### src/rtl/dice_display_scheduler_if.sv
// Digit-pair update channel into the display scheduler.
// The roll logic or the I2C register file acts as master; the scheduler is the slave.
interface dice_display_scheduler_if;
  logic       upd_valid;
  logic       upd_ready;
  logic [3:0] upd_ones;
  logic [3:0] upd_tens;
  logic       upd_lz;

  modport master (
    output upd_valid,
    output upd_ones,
    output upd_tens,
    output upd_lz,
    input  upd_ready
  );

  modport slave (
    input  upd_valid,
    input  upd_ones,
    input  upd_tens,
    input  upd_lz,
    output upd_ready
  );
endinterface

### src/rtl/dice_display_scheduler.sv
// Two-digit 7-segment multiplexer with dead-time blanking, runtime polarity,
// and a one-deep update slot that is committed only at frame boundaries.
//
// state     | meaning
// BLANK_O   | dead time before the ones digit, all segments and commons off
// SHOW_O    | ones digit lit, ones common active
// BLANK_T   | dead time before the tens digit
// SHOW_T    | tens digit lit, tens common active; its last cycle is the commit cycle
module dice_display_scheduler #(
  parameter int DWELL_CYCLES = 1000,
  parameter int BLANK_CYCLES = 16
) (
  input  logic                          clk,
  input  logic                          rst,
  dice_display_scheduler_if.slave       upd,
  input  logic                          seg_pol_i,
  input  logic                          com_pol_i,
  output logic [7:0]                    seg_out_o,
  output logic [1:0]                    com_out_o,
  output logic [1:0]                    com_oe_o,
  output logic                          frame_tick_o
);

  localparam int MAX_N = (DWELL_CYCLES > BLANK_CYCLES) ? DWELL_CYCLES : BLANK_CYCLES;
  localparam int CNT_W = (MAX_N > 1) ? $clog2(MAX_N) : 1;
  localparam logic [CNT_W-1:0] DWELL_LAST = CNT_W'(DWELL_CYCLES - 1);
  localparam logic [CNT_W-1:0] BLANK_LAST = CNT_W'(BLANK_CYCLES - 1);

  typedef enum logic [1:0] {
    S_BLANK_O = 2'd0,
    S_SHOW_O  = 2'd1,
    S_BLANK_T = 2'd2,
    S_SHOW_T  = 2'd3
  } state_e;

  state_e           state_q, state_d;
  logic [CNT_W-1:0] cnt_q, cnt_d;
  logic [7:0]       lit_q, lit_d;
  logic [1:0]       act_q, act_d;

  logic [3:0]       act_ones_q, act_tens_q;
  logic             act_lz_q;
  logic [3:0]       pend_ones_q, pend_tens_q;
  logic             pend_lz_q;
  logic             pend_full_q;

  logic             last;
  logic             commit;
  logic             accept;

  function automatic logic [6:0] dec(input logic [3:0] v);
    logic [6:0] s;
    case (v)
      4'd0:    s = 7'h3F;
      4'd1:    s = 7'h06;
      4'd2:    s = 7'h5B;
      4'd3:    s = 7'h4F;
      4'd4:    s = 7'h66;
      4'd5:    s = 7'h6D;
      4'd6:    s = 7'h7D;
      4'd7:    s = 7'h07;
      4'd8:    s = 7'h7F;
      4'd9:    s = 7'h6F;
      default: s = 7'h00;
    endcase
    return s;
  endfunction

  assign upd.upd_ready = !rst && !pend_full_q;
  assign accept        = upd.upd_valid && upd.upd_ready;

  always_comb begin
    state_d = state_q;
    cnt_d   = cnt_q + CNT_W'(1);
    last    = 1'b0;
    lit_d   = 8'h00;
    act_d   = 2'b00;
    case (state_q)
      S_BLANK_O: begin
        last = (cnt_q == BLANK_LAST);
        if (last) state_d = S_SHOW_O;
      end
      S_SHOW_O: begin
        last  = (cnt_q == DWELL_LAST);
        lit_d = {1'b0, dec(act_ones_q)};
        act_d = 2'b01;
        if (last) state_d = S_BLANK_T;
      end
      S_BLANK_T: begin
        last = (cnt_q == BLANK_LAST);
        if (last) state_d = S_SHOW_T;
      end
      S_SHOW_T: begin
        last = (cnt_q == DWELL_LAST);
        // common stays driven even when the suppressed leading zero blanks the digit
        lit_d = (act_lz_q && (act_tens_q == 4'd0)) ? 8'h00 : {1'b0, dec(act_tens_q)};
        act_d = 2'b10;
        if (last) state_d = S_BLANK_O;
      end
      default: begin
        state_d = S_BLANK_O;
        last    = 1'b1;
      end
    endcase
    if (last) cnt_d = '0;
  end

  assign commit = (state_q == S_SHOW_T) && last;

  always_ff @(posedge clk) begin
    if (rst) begin
      state_q     <= S_BLANK_O;
      cnt_q       <= '0;
      lit_q       <= 8'h00;
      act_q       <= 2'b00;
      act_ones_q  <= 4'hF;
      act_tens_q  <= 4'hF;
      act_lz_q    <= 1'b0;
      pend_ones_q <= 4'hF;
      pend_tens_q <= 4'hF;
      pend_lz_q   <= 1'b0;
      pend_full_q <= 1'b0;
    end else begin
      state_q <= state_d;
      cnt_q   <= cnt_d;
      lit_q   <= lit_d;
      act_q   <= act_d;
      // accept needs an empty slot, so it never coincides with a commit that empties one
      if (accept) begin
        pend_ones_q <= upd.upd_ones;
        pend_tens_q <= upd.upd_tens;
        pend_lz_q   <= upd.upd_lz;
        pend_full_q <= 1'b1;
      end else if (commit) begin
        pend_full_q <= 1'b0;
      end
      if (commit && pend_full_q) begin
        act_ones_q <= pend_ones_q;
        act_tens_q <= pend_tens_q;
        act_lz_q   <= pend_lz_q;
      end
    end
  end

  assign seg_out_o    = seg_pol_i ? lit_q : ~lit_q;
  assign com_out_o[0] = act_q[0] ? com_pol_i : ~com_pol_i;
  assign com_out_o[1] = act_q[1] ? com_pol_i : ~com_pol_i;
  assign com_oe_o     = rst ? 2'b00 : 2'b11;
  assign frame_tick_o = commit && !rst;

endmodule

### src/flat_wrapper.sv
// flat-port wrapper written by rule: the top's interface ports become plain ports
module dice_display_scheduler_flat 
#(
  parameter int DWELL_CYCLES = 1000,
  parameter int BLANK_CYCLES = 16
)
  (clk, rst, seg_pol_i, com_pol_i, seg_out_o, com_out_o, com_oe_o, frame_tick_o, upd_upd_valid, upd_upd_ones, upd_upd_tens, upd_upd_lz, upd_upd_ready);
  dice_display_scheduler_if upd_i ();
  input  logic clk;
  input  logic rst;
  input  logic seg_pol_i;
  input  logic com_pol_i;
  output logic [7:0] seg_out_o;
  output logic [1:0] com_out_o;
  output logic [1:0] com_oe_o;
  output logic frame_tick_o;
  input wire logic [$bits(upd_i.upd_valid)-1:0] upd_upd_valid;
  input wire logic [$bits(upd_i.upd_ones)-1:0] upd_upd_ones;
  input wire logic [$bits(upd_i.upd_tens)-1:0] upd_upd_tens;
  input wire logic [$bits(upd_i.upd_lz)-1:0] upd_upd_lz;
  output wire logic [$bits(upd_i.upd_ready)-1:0] upd_upd_ready;
  assign upd_i.upd_valid = upd_upd_valid;
  assign upd_i.upd_ones = upd_upd_ones;
  assign upd_i.upd_tens = upd_upd_tens;
  assign upd_i.upd_lz = upd_upd_lz;
  assign upd_upd_ready = upd_i.upd_ready;
  dice_display_scheduler #(.DWELL_CYCLES(DWELL_CYCLES), .BLANK_CYCLES(BLANK_CYCLES)) u_core (.clk(clk), .rst(rst), .upd(upd_i), .seg_pol_i(seg_pol_i), .com_pol_i(com_pol_i), .seg_out_o(seg_out_o), .com_out_o(com_out_o), .com_oe_o(com_oe_o), .frame_tick_o(frame_tick_o));
endmodule
### config.mk
export PLATFORM = sky130hd
export DESIGN_NAME = dice_display_scheduler_flat
export DESIGN_NICKNAME = d
export VERILOG_FILES = /design/src/rtl/dice_display_scheduler_if.sv /design/src/rtl/dice_display_scheduler.sv /design/src/flat_wrapper.sv
export SDC_FILE = /design/constraint.sdc
export NUM_CORES = 1
export LEC_CHECK = 0
export ABC_AREA = 1
export CAP_MARGIN = 20
export CORE_MARGIN = 5
export CORE_UTILIZATION = 37
export DETAILED_ROUTE_END_ITERATION = 16
export PLACE_DENSITY = 0.69
export REMOVE_ABC_BUFFERS = 1
export SYNTH_ARGS = -nofsm -noshare
export SYNTH_HDL_FRONTEND = slang
export SYNTH_SLANG_ARGS = --single-unit
### constraint.sdc
create_clock -name clk -period 2.4 [get_ports clk]
set_clock_uncertainty 0.2 [all_clocks]
set_input_delay 0.48 -clock clk [delete_from_list [all_inputs] [get_ports clk]]
set_output_delay 0.48 -clock clk [all_outputs]
set_load 0.1 [all_outputs]
* Word level (Yosys, flattened, before mapping)
Memory sizes are Yosys's and may differ from the RTL's. A register that Yosys moved wholly into a read port is not among the register bits.
Cells that the tools add are included.
** Word-level totals
- Register bits after elaboration :: 41
- Memory bits (read-only) :: 224
- Word-level logic and storage cells :: 59
- Memories kept :: 2
** Cells by class
- Add/sub/neg operators :: 1
- Eq/ne operators :: 9
- Mux-type cells :: 19
- Bitwise logic cells :: 2
- Reduce and logical (&&, ||, !) cells :: 15
** Memories
- (name not given) :: depth 16, width 7, read ports 1, clocked after Yosys merged registers in 1, wr ports 0, RTL line dice_display_scheduler.sv:53 : case (v)
- (name not given) :: depth 16, width 7, read ports 1, clocked after Yosys merged registers in 1, wr ports 0, RTL line dice_display_scheduler.sv:53
** Operators by type and width (count)
- 4-bit 2-to-1 mux :: 4
- 8-bit one-hot mux with 2 select lines :: 1
- 10-bit by 1-bit adder with 10-bit output, second input constant :: 1
- 10-bit == test, second input constant :: 1
- 10-bit by 4-bit == test with 1-bit output, second input constant :: 1
- 2-bit 2-to-1 mux :: 5
- 8-bit 2-to-1 mux :: 1
- 2-bit by 1-bit != test with 1-bit output, second input constant :: 4
- 8-bit NOT :: 1
- 2-bit one-hot mux with 4 select lines :: 1
- 7-bit 2-to-1 mux :: 1
- 1-bit logical AND :: 6
- 2-bit OR reduction :: 3
- 2-bit == test, second input constant :: 2
- 4-bit logical NOT :: 1
- 1-bit 2-to-1 mux :: 4
- 2-bit one-hot mux with 2 select lines :: 1
- 4-bit AND reduction :: 1
- 2-bit by 1-bit == test with 1-bit output, second input constant :: 1
- 1-bit logical NOT :: 2
- 2-bit logical NOT :: 1
- 1-bit one-hot mux with 2 select lines :: 1
- 2-bit nonzero test :: 1
- 1-bit NOT :: 1

* Depth between registers and ports, before layout
- Depth after elaboration :: 7
- Gate-level depth with buffers :: 16
- Depth with buffers taken out :: 16

* Worst setup path before layout
No wires, ideal clock.
- Path type :: input -> output
- Start point :: input rst
- End point :: output frame_tick_o
- Arrival time :: 4.247 ns
- Setup slack :: -2.527 ns
- Stages on the path :: 5
- Path buffers :: 2
- Cell sequence :: buf_2 > clkinv_1 > clkbuf_1 > nand2_1 > nor4b_1
** On the way
- Longest elaborated chain between the ends :: 2
** RTL lines
- from (decl) :: RTL line flat_wrapper.sv:10 : input logic rst;
- 1-bit logical NOT :: RTL line dice_display_scheduler.sv:149 : assign frame_tick_o = commit && !rst;
- 1-bit logical AND :: RTL line dice_display_scheduler.sv:149
- to (decl) :: RTL line flat_wrapper.sv:16 : output logic frame_tick_o;
No other way between the ends.

* Worst setup path in the final report
Same ends and word-level chain as after synthesis.

==> flow_metrics.env <==
export IMPL_avgSynthCellArea_um2=7.89
export IMPL_fmax_mhz=418
export IMPL_worstSetupPathType="input pin to output port"
export IMPL_netlist_area_mm2=0.00264
export IMPL_io_buffers=27
export IMPL_overflow=0
export IMPL_grt_total_usage_pct=12.5
export IMPL_grt_pass1_vias=2152
export IMPL_n_fill_cell=621
export IMPL_rsz0062_at_grt="true"
export IMPL_cts_sinks=54
export IMPL_critical_path_required_ns=1.72
export IMPL_die_h_um=94.5
export IMPL_diodes=0
export IMPL_whs_endpoint="u_core.act_lz_q$_SDFFE_PP0N_"
export IMPL_hold_depth=2
export IMPL_p_per_area_mw_per_mm2=591
export IMPL_via_per_inst=4.51
export IMPL_min_delay_start="u_core.act_lz_q$_SDFFE_PP0N_"
export IMPL_synth_seq_cells=54
export IMPL_slew_viol_final=0
export IMPL_core_mm2=0.00687
export IMPL_routed_wl_um=5570
export IMPL_die_w_um=94.5
export IMPL_postCtsHoldBufs=0
export IMPL_yosysWarnings=0
export IMPL_power_uw=2240
export IMPL_endpoint_kind="output port"
export IMPL_drt_initial_drc_count=87
export IMPL_hp_class="flip-flop to flip-flop"
export IMPL_cp_max_fo=7
export IMPL_core_rowCount=30
export IMPL_rrSetupSlack_ns=0.04
export IMPL_leakagePower_uw=0.00167
export IMPL_clock_tree_root_cell="clkbuf_8"
export IMPL_antenna_found_initial=0
export IMPL_grt_pass1_wl_um=9020
export IMPL_arrival_ns=1.71
export IMPL_clk_latency_ns=0.31
export IMPL_async_reset_ff_share_pct=0
export IMPL_fin_crit_ns=2.39
export IMPL_final_cell_mix="nand2_1, dfxtp_1, buf_4"
export IMPL_numCtsBuffers=5
export IMPL_synth_edf_count=0
export IMPL_ys_flop_type="dfxtp_1"
export IMPL_syn_instance_count=335
export IMPL_place_gp_congestion=0.835
export IMPL_initial_core_util_pct=38.5
export IMPL_drc=0
export IMPL_grt_start_max_net_pins=18
export IMPL_cts_tree="built"
export IMPL_start_kind="input pin"
export IMPL_drv_cap=0
export IMPL_cts_clk_slew_worst_paths_ns=0.09
export IMPL_drive_gt1_share_pct=32.3
export IMPL_clockBufferDepth=2
export IMPL_slew_headroom_pct=50.4
export IMPL_fin_crit_sh_pct=99.7
export IMPL_fin_tns_setup_ns=0
export IMPL_vias=2244
export IMPL_tightest_slew_ns=0.742
export IMPL_drt_pass1_iter_count=4
export IMPL_io_pins=28
export IMPL_die_area_mm2=0.00894
export IMPL_dp_hpwl_um=3990
export IMPL_area_delta_synth_final_pct=43.8
export IMPL_post_drt_wl_per_cell_um=11.2
export IMPL_htreeDepth=2
export IMPL_peakVddDrop_v=0.000277
export IMPL_ant_nets=0
export IMPL_setup_violations_final=0
export IMPL_r2r_start="u_core.cnt_q[1]$_SDFF_PP0_"
export IMPL_outcome="finished, final reports clean"
export IMPL_yosys_cell_types_count=30
export IMPL_seq_area_frac_synth_pct=40.9
export IMPL_final_nets=434
export IMPL_worst_r2r_cell_count=14
export IMPL_final_common_cell="nand2_1"
export IMPL_hold_viol=0
## area by class of cell
class	count	area, µm²	share of cell area [%]
Clock buffer	5	68.8	1.81
Clock inverter	3	68.8	1.81
Inverter	42	163	4.28
Multi-Input combinational cell	230	1540	40.6
Sequential cell	54	1090	28.7
Tap cell	96	120	3.16
Timing Repair Buffer	68	748	19.7
## worst max-delay path by stage
stage | to | start | cells after the start | slack, ns
3_5_place_dp | flip-flop | u_core.state_q[1]$_SDFFE_PP0P_ | 16 | -0.08
5_1_grt | flip-flop | u_core.cnt_q[1]$_SDFF_PP0_ | 14 | -0.12
6_report | frame_tick_o | rst | 6 | 0.007
2_1_floorplan | frame_tick_o | rst | 3 | -3.20
3_3_place_gp | frame_tick_o | rst | 6 | -0.10
4_1_cts | frame_tick_o | u_core.state_q[0]$_SDFFE_PP0P_ | 6 | 0.01
## routing by layer
metal  GRT usage [%]  vias up  wire (µm)
li1                -     1182          -
met1            14.6     1004       2330
met2            22.6       48       2900
met3            3.19       10        273
met4            3.61        0         71
met5               0        -          0
## stage by stage
stage,cells,util (%),instance area [µm²],setup WS [ns],hold WS [ns]
4_1_cts,491,51.6,3550,0.00957,0.260
5_1_grt,498,55.3,3800,-0.116,0.289
2_1_floorplan,326,-,2590,-3.20,0.206
3_3_place_gp,481,49.0,3360,-0.102,0.230
3_5_place_dp,481,49.0,3360,-0.0850,0.247
6_report,498,55.3,3800,0.00744,0.257
## worst max-delay path: stages
cell             delay, ns
clkdlybuf4s50_1       0.46
inv_4                 0.12
nand2_1               0.07
nor4b_2               0.24
buf_4                 0.17
buf_12                0.16
## what timing repair did
action                                  4_1_cts  5_1_grt
resized for setup                             9       52
endpoints found under the setup margin       12       17
pin swaps                                     3       21
endpoints found under the hold margin         0        0
setup buffers                                 2        7
## Yosys cell counts (2+ instances only)
library cell,count,area share [%]
nand2_4,2,0.85
clkbuf_1,3,0.43
clkinv_1,2,0.28
nor2_4,2,0.85
nor2_1,25,3.5
clkinv_2,2,0.38
inv_1,38,5.4
buf_2,4,0.76
nand4_1,6,1.4
nand3_2,5,1.9
nand3_4,3,2.0
xnor2_1,10,3.3
nor2_2,5,1.2
nand2_2,9,2.1
nand2_1,81,12
ha_1,19,9.0
o21ai_0,19,3.6
nor3_1,4,0.76
nand3_1,24,4.5
nor3b_1,4,1.1
a21oi_1,5,0.95
and3_1,2,0.47
dfxtp_1,54,41
## cells by family after synthesis
kind of cell             count (synthesis)  share of synthesized area (%)
AND/OR/NAND/NOR                        174                           33.4
XOR/XNOR                                11                           3.64
AO/OA/AOI/OAI                           26                           5.11
adder cells (fa/ha/maj)                 19                           8.99
buffers and inverters                   51                           7.95
flip-flops                              54                           40.9
## report_power, final
group	switching, µW	internal (µW)	total (µW)	leakage (µW)
clock	295	418	712	0.0000683
combinational	310	234	544	0.00116
sequential	39.7	949	989	0.000440
(Power assumes the default switching activity.)
